[src/rtl/handshake_muli_pipe.sv]
// handshake_muli_pipe: joins lhs/rhs handshake channels and emits the signed product scaled by >>> FRAC_BITS.
// Latency: LATENCY cycles from accept to result_valid; one result per cycle while result_ready=1.
// Backpressure: whole pipe stalls when the last stage is full and result_ready=0; holds up to LATENCY items.
// Optional macro HANDSHAKE_MULI_SAT_EN: clamp out-of-range results instead of wrapping.
module handshake_muli_pipe #(
  parameter int DATA_WIDTH = 36,
  parameter int LATENCY    = 4,
  parameter int FRAC_BITS  = 0
) (
  input  logic                  clk,
  input  logic                  rst,
  input  logic [DATA_WIDTH-1:0] lhs,
  input  logic                  lhs_valid,
  output logic                  lhs_ready,
  input  logic [DATA_WIDTH-1:0] rhs,
  input  logic                  rhs_valid,
  output logic                  rhs_ready,
  output logic [DATA_WIDTH-1:0] result,
  output logic                  result_valid,
  input  logic                  result_ready
);

  localparam int PW = 2 * DATA_WIDTH;

  logic                  adv;
  logic                  fire;
  logic [LATENCY-1:0]    vld_q, vld_d;
  logic [DATA_WIDTH-1:0] lhs_q, lhs_d;
  logic [DATA_WIDTH-1:0] rhs_q, rhs_d;
  logic [PW-1:0]         lhs_ext, rhs_ext;
  logic [DATA_WIDTH-1:0] scaled_w;

  // Global stall: everything moves only when the output slot is free or draining.
  assign adv          = !vld_q[LATENCY-1] || result_ready;
  assign fire         = lhs_valid && rhs_valid && adv;
  // Each side is ready only when the partner is valid, so neither channel completes alone.
  assign lhs_ready    = rhs_valid && adv;
  assign rhs_ready    = lhs_valid && adv;
  assign result_valid = vld_q[LATENCY-1];

  // Stage 0 captures the operand pair; valid bits shift forward on every advancing cycle.
  always_comb begin
    vld_d = vld_q;
    lhs_d = lhs_q;
    rhs_d = rhs_q;
    if (adv) begin
      vld_d[0] = fire;
      for (int k = 1; k < LATENCY; k++) begin
        vld_d[k] = vld_q[k-1];
      end
      if (fire) begin
        lhs_d = lhs;
        rhs_d = rhs;
      end
    end
  end

  // Stage 0 registers with synchronous clear.
  always_ff @(posedge clk) begin
    if (rst) begin
      vld_q <= '0;
      lhs_q <= '0;
      rhs_q <= '0;
    end else begin
      vld_q <= vld_d;
      lhs_q <= lhs_d;
      rhs_q <= rhs_d;
    end
  end

  assign lhs_ext = {{DATA_WIDTH{lhs_q[DATA_WIDTH-1]}}, lhs_q};
  assign rhs_ext = {{DATA_WIDTH{rhs_q[DATA_WIDTH-1]}}, rhs_q};

`ifdef HANDSHAKE_MULI_SAT_EN
  logic [PW-1:0] shift_w;

  // Rescale the full product, then clamp when the kept bits would lose the sign.
  always_comb begin
    shift_w  = ($signed(lhs_ext) * $signed(rhs_ext)) >>> FRAC_BITS;
    scaled_w = shift_w[DATA_WIDTH-1:0];
    if (shift_w[PW-1:DATA_WIDTH-1] != {(PW-DATA_WIDTH+1){shift_w[PW-1]}}) begin
      scaled_w = shift_w[PW-1] ? {1'b1, {(DATA_WIDTH-1){1'b0}}}
                               : {1'b0, {(DATA_WIDTH-1){1'b1}}};
    end
  end
`else
  // Wrap: keep only the low result bits of the rescaled product.
  assign scaled_w = DATA_WIDTH'(($signed(lhs_ext) * $signed(rhs_ext)) >>> FRAC_BITS);
`endif

  if (LATENCY == 1) begin : g_lat1
    // Single stage: the held operands are the output stage, so the scaled value is stable under stall.
    assign result = scaled_w;
  end else begin : g_latn
    logic [DATA_WIDTH-1:0] res_q [LATENCY-1];
    logic [DATA_WIDTH-1:0] res_d [LATENCY-1];

    // Stage 1 captures the scaled product; later stages only delay it alongside the valid bits.
    always_comb begin
      for (int k = 0; k < LATENCY - 1; k++) begin
        res_d[k] = res_q[k];
      end
      if (adv) begin
        res_d[0] = scaled_w;
        for (int k = 1; k < LATENCY - 1; k++) begin
          res_d[k] = res_q[k-1];
        end
      end
    end

    // Result stage registers with synchronous clear.
    always_ff @(posedge clk) begin
      if (rst) begin
        for (int k = 0; k < LATENCY - 1; k++) begin
          res_q[k] <= '0;
        end
      end else begin
        for (int k = 0; k < LATENCY - 1; k++) begin
          res_q[k] <= res_d[k];
        end
      end
    end

    assign result = res_q[LATENCY-2];
  end

endmodule

[config.mk]
export PLATFORM = sky130hd
export DESIGN_NAME = handshake_muli_pipe
export DESIGN_NICKNAME = d
export VERILOG_FILES = /design/src/rtl/handshake_muli_pipe.sv
export SDC_FILE = /design/constraint.sdc
export NUM_CORES = 2
export LEC_CHECK = 0
export BUFFER_PORTS_ARGS = -buffer_cell sky130_fd_sc_hd__buf_2
export CAP_MARGIN = 20
export CORE_ASPECT_RATIO = 0.75
export CORE_MARGIN = 2
export CORE_UTILIZATION = 40
export CTS_BUF_LIST = sky130_fd_sc_hd__clkbuf_4
export DETAILED_ROUTE_END_ITERATION = 8
export HOLD_SLACK_MARGIN = 0.06
export PLACE_DENSITY = 0.59
export SYNTH_ARGS = -nofsm -noshare
export SYNTH_HDL_FRONTEND = slang
export SYNTH_SLANG_ARGS = --single-unit
[constraint.sdc]
create_clock -name clk -period 22.4 [get_ports clk]
set_input_delay 3.36 -clock clk [delete_from_list [all_inputs] [get_ports clk]]
set_output_delay 3.36 -clock clk [all_outputs]
set_load 0.03 [all_outputs]
==> flow_summary.yaml <==
synth:
  synth_edf_count: 0
  post_synth.cell_area_avg_um2: 8.584
  synth_seq_area_share_pct: 13.47
  syn-cell-area_um2: 27340
  number_of_cells_produced_by_synthesis: 3185
  synth_async_sr_flop_share_pct: 0
  synth_ff_type: "dfxtp_1"
  yosys_register_bits: 184
  ys.warnings.count: 0
  synth.lib_cells_used.distinct: 55
  postSynthNetCount: 3966
finish:
  final_area_um2: 28690
  n_antenna_cell: 0
  drive_gt1_share_pct: 6.776
  fillers: 6725
  area_growth_pct: 4.938
  final_common_cell: "inv_1"
  final_core_util_pct: 42.69
  layout.cells.most_common_list: "647 x inv_1, 639 x nand2_1, 533 x fa_1"
  final_standard_cell_count_with_taps_included_and_fillers_excluded: 4040
  nNetsFinal: 3926
clock_network:
  postCtsSetupRepairBufs: 0
  clock_sinks: 184
  clock_tree.buffer_depth: 2
  holdBufCountCts: 0
  htreeDepth: 4
  clk_lat_worst_skew_ns: 0.65
  cts_inserted_buffers: 17
  cell_at_the_root_of_the_clock_tree: "clkbuf_4"
  tritoncts_clock_tree: "done"
  cts_resized: 0
  cts.clk_slew.worst_paths_ns: 0.18
sta:
  worst-slew-pin-transition_ns: 1.026
  setup_violations: 0
  final.min_clock_period_ns: 7.816
  timing.final.ws_setup_ns: 14.58
  min_period_over_period_pct: 34.89
  worst_clock_skew_on_the_final_layout_ns: 0.04974
  grt_setup_unrepaired: "false"
  relSlewSlack_pct: 31.53
  finalHoldViolations: 0
  max_clock_freq_mhz: 127.9
  timing.hold.ws_ns: 0.4577
  slew_viol_final: 0
  fin_setup_tns_ns: 0
placement:
  detailedPlacementHpwl_um: 54860
  detailed_place.area_um2: 28380
  numPortBuffers: 115
  dpl.cell_count: 4008
  pre_cts_slack_ns: 14.59
  gp_congestion: 0.8526
worst_setup_path:
  cp_num_buf_inv: 7
  setup.reg_to_reg.worst_slack_ns: 14.58
  path_class: "flip-flop to flip-flop"
  regToRegStartpoint: "lhs_q[6]"
  timing.critical_path.slowest_cell_delay_ns: 0.91
  critPathCaptureType: "flip-flop"
  startpoint_type: "flip-flop"
  timing.critical_path.max_delay_family: "adder cells"
  cp_slowest_cell: "dfxtp_1"
  worst_path_arrival_time_ns: 8.33
  r2r-end: "g_latn.res_q[0][34]"
  cp_max_fo: 17
  timing.critical_path.required_ns: 22.91
  cpMostUsedCell: "fa_1"
  reg2reg_depth: 26
power_and_ir_drop:
  p_per_area_nw_per_um2: 27.91
  power_leakage_nw: 13.53
  total_power_uw: 800.7
  irDropWorstVdd_mv: 0.03337
detailed_routing:
  initialDrtViolationCount: 1233
  detail_route.wirelength_um: 71590
  detailroute.via_count: 19754
  vias_per_cell: 4.890
  drt-wirelength-per-cell_um: 17.72
  drtAntennaViolNets: 0
  detail_route.drc_violations: 0
  drt_first_pass_iters: 5
floorplanning:
  die_area_um2: 70480
  io_pins: 116
  die_width_um: 305.9
  initial_core_util_pct: 40.69
  design.core.area_um2: 67200
  num_rows: 82
  fp.dieH_um: 230.4
grt:
  global_route.overflow_total: 0
  first_global_vias: 20906
  antenna_found_initial: 3
  wire_length_of_the_first_global_routing_pass_um: 117300
  grt_start_max_net_pins: 122
  grt_usage_pct: 21.32
flow_run:
  cap_violations: 0
outcome:
  result_of_the_run: "finished clean"
worst_hold_path:
  hold_path_end: "g_latn.res_q[0][75]"
  whs_path_depth: 2
  hold_path_class: "flip-flop to flip-flop"
  worstHoldStart: "g_latn.res_q[0][39]"
[worst max-delay path by stage]
| stage | to | cells after the start | from |
|---|---|---|---|
| finish | g_latn.res_q[0][34] | 26 | lhs_q[6] |
| global placement | g_latn.res_q[0][34] | 26 | lhs_q[6] |
| global route | g_latn.res_q[0][34] | 26 | lhs_q[6] |
| detailed placement | g_latn.res_q[0][34] | 26 | lhs_q[6] |
| floorplan | rhs_ready | 4 | result_ready |
| CTS | g_latn.res_q[0][34] | 26 | lhs_q[6] |
[synthesized netlist by cell type, types with 7 or more instances]
cell / count / area, um2
a21o_1: 19 / 142.6
o21ai_0: 8 / 40.04
a31oi_1: 7 / 43.79
nand3_1: 10 / 50.05
a211oi_1: 7 / 52.55
clkbuf_1: 170 / 638.1
and2_2: 7 / 52.55
a21oi_1: 192 / 960.9
inv_1: 647 / 2429
ha_1: 171 / 2140
nand2_1: 640 / 2402
and2_1: 372 / 2327
nor2_1: 16 / 60.06
fa_1: 533 / 10670
buf_4: 37 / 277.8
dfxtp_1: 184 / 3684
xor2_1: 22 / 192.7
xnor2_1: 66 / 578.1
[state kept, by name, indices dropped and copies added (netlist names)]
name and flops:
vld_q 4, lhs_q 36, rhs_q 36, g_latn.res_q 108
[metal layers]
layer  share of wire (%)  vias up  track usage [%]
li1                    -     9154                -
met1                  48     9977            31.96
met2                  43      556            32.61
met3                 6.7       67            3.791
met4                 1.3        0            3.433
met5                   0        -                0
[cells by family (layout without fill, tap and decap cells)]
logic type	Yosys count	count (layout)	synth area share, %
AO/OA/AOI/OAI	262	262	5.377
XOR/XNOR	91	91	3.043
adder cells (fa/ha/maj)	704	704	46.85
buffers and inverters	866	839	12.54
flip-flops	184	184	13.47
AND/OR/NAND/NOR	1078	1078	18.71
[cell type report]
type	count	area [um2]	share of cell area [%]
multi-input combinational	2135	20250	70.57
sequential	184	3685	12.84
inverter	647	2429	8.465
tap	882	1104	3.846
timing repair buffer	160	919.6	3.205
clock inverter	15	180.2	0.6280
clock buffer	17	127.6	0.4448
[report_power, final]
group	switching [mW]	total, mW	internal (mW)
Clock	0.143	0.205	0.0619
Combinational	0.145	0.227	0.0817
Sequential	0.0229	0.369	0.346
[worst register-to-register path, stage by stage (launching register included)]
cell and delay [ns]:
dfxtp_1 0.91, buf_4 0.37, and2_1 0.18, fa_1 0.43
fa_1 0.46, fa_1 0.56, inv_1 0.09, fa_1 0.47
inv_1 0.07, ha_1 0.14, inv_1 0.05, fa_1 0.47
inv_1 0.05, fa_1 0.53, inv_1 0.05, fa_1 0.47
inv_1 0.04, ha_1 0.35, and3_1 0.19, a221oi_1 0.45
o22ai_1 0.17, a21oi_2 0.29, o21ai_1 0.18, a31o_2 0.29
a31oi_1 0.19, xor2_1 0.16, o31ai_1 0.07
(Power assumes the default switching activity.)
